$ cat config.mk
export PLATFORM = sky130hd
export DESIGN_NAME = vga_frame_reader
export DESIGN_NICKNAME = d
export VERILOG_FILES = /design/src/rtl/vga_pkg.sv /design/src/rtl/vga_frame_reader_fifo.sv /design/src/rtl/vga_frame_reader.sv
export SDC_FILE = /design/constraint.sdc
export NUM_CORES = 1
export LEC_CHECK = 0
export CELL_PAD_IN_SITES_DETAIL_PLACEMENT = 0
export CELL_PAD_IN_SITES_GLOBAL_PLACEMENT = 2
export CORE_MARGIN = 2
export CORE_UTILIZATION = 30
export DETAILED_ROUTE_END_ITERATION = 8
export GPL_ROUTABILITY_DRIVEN = 1
export PLACE_DENSITY_LB_ADDON = 0.1
export SYNTH_ARGS = -nofsm -noshare
export SYNTH_HDL_FRONTEND = slang
export SYNTH_SLANG_ARGS = --single-unit
$ cat constraint.sdc
create_clock -name sys_clk -period 2.5 [get_ports sys_clk]
set_clock_uncertainty 0.2 [all_clocks]
set_input_delay 0.375 -clock sys_clk [delete_from_list [all_inputs] [get_ports sys_clk]]
set_output_delay 0.375 -clock sys_clk [all_outputs]
set_load 0.05 [all_outputs]
$ cat src/rtl/vga_pkg.sv
// Shared types and elaboration helpers for the VGA frame reader.
package vga_pkg;

  typedef enum logic [1:0] {
    IDLE,
    FETCH,
    DRAIN
  } fr_state_t;

  function automatic int frame_pixels(input int h_display, input int v_display);
    return h_display * v_display;
  endfunction

  // The frame_start flag sits directly above the colour bits.
  function automatic int frame_start_bit(input int rgb_size);
    return rgb_size;
  endfunction

endpackage

$ cat src/rtl/vga_frame_reader_fifo.sv
// Show-ahead synchronous FIFO holding returned framebuffer pixels.
module vga_frame_reader_fifo #(
  parameter int WIDTH = 12,
  parameter int DEPTH = 4
) (
  input  logic                         sys_clk,
  input  logic                         sys_rst,
  input  logic                         push,
  input  logic [WIDTH-1:0]             push_data,
  input  logic                         pop,
  output logic [WIDTH-1:0]             head,
  output logic [$clog2(DEPTH+1)-1:0]   count,
  output logic                         empty,
  output logic                         full
);

  localparam int PW = $clog2(DEPTH);
  localparam int CW = $clog2(DEPTH + 1);

  logic [WIDTH-1:0] mem [DEPTH];
  logic [PW-1:0]    wr_ptr;
  logic [PW-1:0]    rd_ptr;
  logic             do_push;
  logic             do_pop;

  assign do_push = push && !full;
  assign do_pop  = pop && !empty;

  // NOTE: storage is not reset; count/empty guarantee stale entries are never presented.
  always_ff @(posedge sys_clk) begin
    if (do_push) mem[wr_ptr] <= push_data;
  end

  always_ff @(posedge sys_clk) begin
    if (sys_rst) begin
      wr_ptr <= '0;
      rd_ptr <= '0;
      count  <= '0;
    end else begin
      if (do_push) wr_ptr <= wr_ptr + PW'(1);
      if (do_pop)  rd_ptr <= rd_ptr + PW'(1);
      case ({do_push, do_pop})
        2'b10:   count <= count + CW'(1);
        2'b01:   count <= count - CW'(1);
        default: count <= count;
      endcase
    end
  end

  assign head  = mem[rd_ptr];
  assign empty = (count == '0);
  assign full  = (count == CW'(DEPTH));

endmodule

$ cat src/rtl/vga_frame_reader.sv
// Frame-fetch controller: linear framebuffer reads into the line buffer source port.
// Optional double-buffer mode: define VGA_FRAME_READER_DBUF_EN.
module vga_frame_reader
  import vga_pkg::*;
#(
  parameter int RGB_SIZE  = 12,
  parameter int H_DISPLAY = 640,
  parameter int V_DISPLAY = 480,
  parameter int AW        = 19,
  parameter int DEPTH     = 4
) (
  input  logic                sys_clk,
  input  logic                sys_rst,
  input  logic                enable,
  input  logic [AW-1:0]       fb_base,
`ifdef VGA_FRAME_READER_DBUF_EN
  input  logic [AW-1:0]       fb_base_alt,
  input  logic                swap_req,
  output logic                fb_sel,
`endif
  output logic                mem_req,
  output logic [AW-1:0]       mem_addr,
  input  logic                mem_gnt,
  input  logic [RGB_SIZE-1:0] mem_rdata,
  input  logic                mem_rvld,
  output logic [RGB_SIZE:0]   line_buffer_data,
  output logic                line_buffer_vld,
  input  logic                line_buffer_rdy,
  output logic                busy,
  output logic                frame_done
);

  localparam int TOTAL = frame_pixels(H_DISPLAY, V_DISPLAY);
  localparam int CW    = $clog2(TOTAL + 1);
  localparam int OW    = $clog2(DEPTH + 1);
  localparam int SB    = frame_start_bit(RGB_SIZE);

  localparam logic [CW-1:0] TOTAL_C = CW'(TOTAL);
  localparam logic [CW-1:0] LAST_C  = CW'(TOTAL - 1);

  fr_state_t           state;
  logic [AW-1:0]       addr;
  logic [CW-1:0]       issue_cnt;
  logic [CW-1:0]       pix_cnt;
  logic [OW-1:0]       outstanding;
  logic [OW-1:0]       fifo_count;
  logic [RGB_SIZE-1:0] fifo_head;
  logic                fifo_empty;
  logic                fifo_full;
  logic                credit_ok;
  logic                start;
  logic                grant;
  logic                push;
  logic                pop;
  logic [AW-1:0]       start_base;

  // Credits cover both in-flight reads and buffered words, so the FIFO can never overflow.
  assign credit_ok = ({1'b0, outstanding} + {1'b0, fifo_count}) < (OW + 1)'(DEPTH);
  assign start     = (state == IDLE) && enable;
  assign mem_req   = (state == FETCH) && (issue_cnt < TOTAL_C) && credit_ok;
  assign mem_addr  = addr;
  assign grant     = mem_req && mem_gnt;
  assign push      = mem_rvld && (outstanding != '0) && !fifo_full;
  assign pop       = line_buffer_vld && line_buffer_rdy;

  assign line_buffer_vld = !fifo_empty;

  always_comb begin
    line_buffer_data = '0;
    if (!fifo_empty) begin
      line_buffer_data[SB]         = (pix_cnt == '0);
      line_buffer_data[SB-1:0]     = fifo_head;
    end
  end

`ifdef VGA_FRAME_READER_DBUF_EN
  logic swap_pending;
  logic next_sel;

  assign next_sel   = fb_sel ^ swap_pending;
  assign start_base = next_sel ? fb_base_alt : fb_base;

  // A swap request in the start cycle stays pending for the following frame.
  always_ff @(posedge sys_clk) begin
    if (sys_rst) begin
      fb_sel       <= 1'b0;
      swap_pending <= 1'b0;
    end else begin
      if (start) fb_sel <= next_sel;
      if (swap_req)   swap_pending <= 1'b1;
      else if (start) swap_pending <= 1'b0;
    end
  end
`else
  assign start_base = fb_base;
`endif

  always_ff @(posedge sys_clk) begin
    if (sys_rst) begin
      state      <= IDLE;
      addr       <= '0;
      issue_cnt  <= '0;
      busy       <= 1'b0;
      frame_done <= 1'b0;
    end else begin
      frame_done <= 1'b0;
      case (state)
        IDLE: begin
          if (enable) begin
            addr      <= start_base;
            issue_cnt <= '0;
            busy      <= 1'b1;
            state     <= FETCH;
          end
        end
        FETCH: begin
          if (grant) begin
            addr      <= addr + AW'(1);
            issue_cnt <= issue_cnt + CW'(1);
            if (issue_cnt == LAST_C) state <= DRAIN;
          end
        end
        DRAIN: begin
          if (pop && (pix_cnt == LAST_C)) begin
            frame_done <= 1'b1;
            busy       <= 1'b0;
            state      <= IDLE;
          end
        end
        default: state <= IDLE;
      endcase
    end
  end

  always_ff @(posedge sys_clk) begin
    if (sys_rst) begin
      pix_cnt     <= '0;
      outstanding <= '0;
    end else begin
      if (start)    pix_cnt <= '0;
      else if (pop) pix_cnt <= pix_cnt + CW'(1);
      case ({grant, push})
        2'b10:   outstanding <= outstanding + OW'(1);
        2'b01:   outstanding <= outstanding - OW'(1);
        default: outstanding <= outstanding;
      endcase
    end
  end

  vga_frame_reader_fifo #(
    .WIDTH (RGB_SIZE),
    .DEPTH (DEPTH)
  ) u_fifo (
    .sys_clk   (sys_clk),
    .sys_rst   (sys_rst),
    .push      (push),
    .push_data (mem_rdata),
    .pop       (pop),
    .head      (fifo_head),
    .count     (fifo_count),
    .empty     (fifo_empty),
    .full      (fifo_full)
  );

endmodule

# --- Word-level counts from Yosys, hierarchy flattened ---
# Memories as Yosys holds them, arrays and structs flattened. A register that Yosys moved wholly into a read port is not among the register bits.
# Cells that the tools add are included.
word_totals:
  register_bits: 71
  word_cells: 84
  out_inout_bits: 36
  mem_count: 1
  mem_bits_rw: 48
  in_bits: 37
op_classes:
  addsub: 10
  n_bitwise: 1
  muxes: 22
  reduce_logical: 25
  n_eq_ne: 13
  order_cmp: 2
memory_table:
  columns: ["name", "words", "word_bits", "read_ports", "rd_ports_with_merged_regs", "write_ports", "line_no", "source"]
  rows:
  - ["u_fifo.mem", 4, 12, 1, 1, 1, "vga_frame_reader_fifo.sv:20", "logic [WIDTH-1:0] mem [DEPTH];"]
op_table:
  columns: ["op", "n"]
  rows:
  - ["$mux 19", 4]
  - ["$pmux 19 s2", 2]
  - ["$add 19x1->19 const B", 3]
  - ["$eq 19x19->1 const B", 2]
  - ["$logic_not 19->1", 1]
  - ["$lt 19x19->1 const B", 1]
  - ["$mux 13", 1]
  - ["$mux 2", 6]
  - ["$pmux 3 s2", 2]
  - ["$logic_and 1x1->1", 10]
  - ["$reduce_bool 2->1", 4]
  - ["$add 3x1->3 const B", 2]
  - ["$eq 2x1->1 const B", 3]
  - ["$eq 2x2->1 const B", 3]
  - ["$ne 2x2->1 const B", 3]
  - ["$pmux 2 s3", 1]
  - ["$reduce_and 3->1", 2]
  - ["$sub 3x1->3 const B", 2]
  - ["$mux 1", 5]
  - ["$add 2x1->2 const B", 2]
  - ["$add 3x3->4", 1]
  - ["$lt 4x3->1 const B", 1]
  - ["$reduce_and 4->1", 1]
  - ["$reduce_or 2->1", 2]
  - ["8 further kinds", 9]

# --- Longest topological paths before layout ---
depth:
  ltp_word: 6
  depth_mapped: 11
  ltp_nobuf: 11

# --- Modules after synthesis ---
# Synthesis repeated with hierarchy kept, for this count alone.
hier_totals:
  cells_unflattened: 550
  area_unflattened_um2: 5700.5
modules_own_cells:
  columns: ["module", "area_per_inst_um2", "cells_per_inst", "instances", "seq_area_each_um2"]
  rows:
  - ["vga_frame_reader", 3454.6, 434, 1, 1281.2]
  - ["vga_frame_reader_fifo", 2245.9, 116, 1, 1621.6]

# --- Least setup slack after synthesis ---
# OpenSTA, ideal clock, no wires.
synth_path:
  path_type: "register -> register"
  from: "register u_fifo.count[1]"
  to: "register outstanding[2]"
  path_buffers: 0
  synth_period_minus_slack_ns: 2.664
  path_stages_with_launch: 12
  setup_time_ns: 0.070
  arrival_ns: 2.393
  required_ns: 2.230
  path_slack_ns: -0.164
  cell_sequence: "dfxtp_1 -> ha_1 -> nand3_1 -> and4_1 -> and2_1 -> inv_1 -> ha_1 -> inv_1 -> fa_1 -> xor2_1 -> or3_1 -> a21oi_1"
synth_via:
  elab_chain_len: 6
  word_cells_on_any_way: 11
  cone_classes: "add/sub: 1; order compare: 1; eq/ne: 3; mux: 1; reduce/logical: 5"
synth_rtl:
  columns: ["item", "line_no", "source"]
  rows:
  - ["start: declaration", "vga_frame_reader_fifo.sv:12", "output logic [$clog2(DEPTH+1)-1:0] count,"]
  - ["start signal: assignment", "vga_frame_reader_fifo.sv:43", "2'b10: count <= count + CW'(1);"]
  - ["start signal: assignment", "vga_frame_reader_fifo.sv:44", "2'b01: count <= count - CW'(1);"]
  - ["start signal: assignment", "vga_frame_reader_fifo.sv:45", "default: count <= count;"]
  - ["$add 3x3->4", "vga_frame_reader.sv:58", "assign credit_ok = ({1'b0, outstanding} + {1'b0, fifo_count}) < (OW + 1)'(DEPTH);"]
  - ["$lt 4x3->1", "vga_frame_reader.sv:58", null]
  - ["$logic_and 1x1->1", "vga_frame_reader.sv:60", "assign mem_req = (state == FETCH) && (issue_cnt < TOTAL_C) && credit_ok;"]
  - ["$logic_and 1x1->1", "vga_frame_reader.sv:62", "assign grant = mem_req && mem_gnt;"]
  - ["$eq 2x1->1 / $eq 2x2->1 (equally long branches)", "vga_frame_reader.sv:142", "case ({grant, push})"]
  - ["$pmux 3 s2 / $reduce_bool 2->1 (equally long branches)", null, null]
  - ["end signal: assignment", "vga_frame_reader.sv:143", "2'b10: outstanding <= outstanding + OW'(1);"]
  - ["end signal: assignment", "vga_frame_reader.sv:144", "2'b01: outstanding <= outstanding - OW'(1);"]
  - ["end signal: assignment", "vga_frame_reader.sv:145", "default: outstanding <= outstanding;"]
  - ["end: declaration", "vga_frame_reader.sv:45", "logic [OW-1:0] outstanding;"]
# Several ways; a longest one is shown, not always the timed one.
# A chain may end at the register's enable or synchronous reset.

# --- Worst setup path after layout ---
# Ends and elaborated chain as after synthesis.

==> results.py <==
metrics = {
    "final_layout": {
        "n_antenna_cell": 0,
        "fin_util": 0.4210,
        "nets": 730,
        "area_delta_synth_final_pct": 37.30,
        "most-common-layout-cells": "dfxtp_1, buf_4, clkdlybuf4s50_1",
        "drive_gt1_frac": 0.2139,
        "final_common_cell": "dfxtp_1",
    },
    "power_and_ir_drop": {
        "power_frac_seq": 0.344,
        "p_int_mw": 4.627,
        "switching_share": 0.3146,
        "combPwrFrac": 0.271,
        "clockPowerShare": 0.385,
        "p_switching_mw": 2.124,
        "design_power_total_mw": 6.751,
        "power_leakage_nw": 2.761,
        "power.density_nw_per_um2": 857.3,
        "vdd_drop_max_uv": 490.9,
    },
    "sta": {
        "worst_pin_slew_ns": 0.5456,
        "finalHoldViolCount": 0,
        "timing.fmax_mhz": 397.4,
        "layout_setup_ws_ns": -0.01649,
        "fin_crit_ns": 2.516,
        "fin_crit_sh": 1.007,
        "slew_headroom": 0.6351,
        "setup_viol": 1,
        "hold-worst-slack_ns": 0.2984,
        "report.final.slew_viol_count": 0,
        "rsz0062_at_grt": "true",
    },
    "critical_path": {
        "worstPathRequired_ns": 2.65,
        "crit_fanout": 2,
        "path_class": "flip-flop to flip-flop",
        "cp.arrival_ns": 2.67,
        "worstSetupEndpointType": "flip-flop",
        "start_kind": "flip-flop",
    },
    "clocking": {
        "clock_path_buffers": 2,
        "cts_tree": "yes",
        "clk_latency_ns": 0.42,
        "ctsHoldBuffers": 0,
        "cts_sinks": 121,
        "htreeDepth": 4,
        "clk_pin_slew_ns": 0.06,
        "numCtsBuffers": 17,
        "cts_root_buffer": "clkbuf_16",
    },
    "logic_synthesis": {
        "synth_ff_type": "dfxtp_1",
        "netlist_area_um2": 5736,
        "syn_area_per_cell_um2": 10.22,
        "synth-seq-cells": 121,
        "synth_edf_count": 48,
        "synth_seq_area_share": 0.5061,
        "synth_warnings": 0,
        "syn-num-nets": 612,
        "ys_types": 60,
        "ys_async_sr_fraction": 0,
        "synthCells": 561,
    },
    "floorplan": {
        "die_w_um": 142.3,
        "ios": 73,
        "die-area_um2": 20240,
        "initial_utilization": 0.3066,
        "die_h_um": 142.3,
        "core_area_um2": 18710,
        "rows": 50,
    },
    "drt": {
        "via_per_inst": 5.045,
        "antenna_left": 0,
        "finalWirelength_um": 14840,
        "first_pass_iters": 5,
        "drc": 0,
        "wl_per_cell_um": 16.03,
        "drt_iter0_drc": 184,
        "dr_total_vias": 4672,
    },
    "grt": {
        "overflow": 0,
        "grt_max_degree": 37,
        "antenna_found_initial": 0,
        "grt_first_pass_wirelength_um": 23940,
        "grt_use_total": 0.1525,
        "grt_pass1_vias": 4680,
    },
    "placed_design": {
        "port_buffers": 72,
        "hpwlAfterDp_um": 10460,
        "place_congestion": 0.7589,
    },
    "run": {
        "max-cap-violations": 0,
    },
    "run_status": {
        "violations": "setup timing",
        "status": "complete, but fails checks",
    },
    "min_path": {
        "hp-class": "flip-flop to flip-flop",
    },
}
state kept, by name (all words and copies together), names as in the netlist, named ones only:
register	cells
u_fifo.mem	48
issue_cnt	19
mem_addr	19
pix_cnt	19
outstanding	3
u_fifo.count	3
state	2
u_fifo.rd_ptr	2
u_fifo.wr_ptr	2
busy	1
frame_done	1
cell usage after synthesis (13+ instances only):
cell type	instances	share of area
edfxtp_1	48	0.25
nor2_1	45	0.029
nand4_1	13	0.014
nor4_1	14	0.015
nor3_1	15	0.013
nand3_1	27	0.024
a21oi_1	39	0.034
clkbuf_1	23	0.015
nand2_1	34	0.022
dfxtp_1	73	0.25
inv_1	22	0.014
o21ai_0	30	0.026
or3_1	19	0.021
xnor2_1	13	0.020
and2_1	22	0.024
metal layers:
layer  share of wire  up-vias  global-route usage
li1                -     2337                   -
met5               0        -                   0
met4           0.015        0             0.05368
met1            0.47     2224              0.1973
met3           0.040       19             0.04206
met2            0.48       92              0.2456
final timing paths:
check	start	end	slack, ns	cells past startpoint
setup / recovery	u_fifo.count[1]$_SDFFE_PP0P_	outstanding[2]$_SDFFE_PP0P_	-0.02	11
hold / removal	issue_cnt[1]$_SDFFE_PP0P_	issue_cnt[1]$_SDFFE_PP0P_	0.30	2
setup reg to reg	u_fifo.count[1]$_SDFFE_PP0P_	outstanding[2]$_SDFFE_PP0P_	-0.02	11
hold reg to reg	issue_cnt[1]$_SDFFE_PP0P_	issue_cnt[1]$_SDFFE_PP0P_	0.30	2
timing repair:
action                                  in CTS  in global routing
endpoints found under the setup margin      12                 12
pin swaps                                    1                 10
resized for setup                           10                 26
buffers inserted                             0                  4
metrics by stage:
stage	cell area, um2	cells	worst slack, ns	setup TNS (ns)
finish	7875	926	-0.01649	-0.01649
global route	7875	926	-0.09006	-0.1614
CTS	7710	922	0.009499	0
detailed placement	7051	890	-0.2194	-0.5595
global placement	7051	890	-0.2055	-0.4895
floorplan	5743	561	-0.06713	-0.06713
critical path: stages (launching register included):
cell and delay [ns]:
dfxtp_2 0.33, ha_4 0.27, nand3_4 0.07, and4_4 0.16
and2_4 0.16, inv_4 0.06, ha_4 0.13, inv_2 0.04
fa_2 0.36, xor2_2 0.18, or3_4 0.36, a21oi_2 0.12
logic make-up after synthesis:
group,Yosys count,share of synthesized area
and+or+nand+nor,225,0.2101
DFF,121,0.5061
AOI/OAI and AO/OA,112,0.1274
buffers and inverters,51,0.03556
xor gates and xnor gates,23,0.03512
muxes,15,0.05257
adders and majority gates,14,0.03316
cell type report:
class	instances	area (um2)
clock inverters	15	200.2
clock buffers	17	425.4
inverters	22	85.08
well taps	234	292.8
fillers	1778	10830
flip-flops and latches	121	2909
repair buffers	128	1190
multi-input cells	389	2773
power by group through the flow:
stage	sequential [mW]	combinational [mW]	clock, mW
floorplan	2.42	0.960	0
global placement	2.34	1.68	0
detailed placement	2.34	1.70	0
CTS	2.31	1.73	2.68
global route	2.34	1.98	2.78
finish	2.32	1.83	2.60
(Power assumes the default switching activity.)
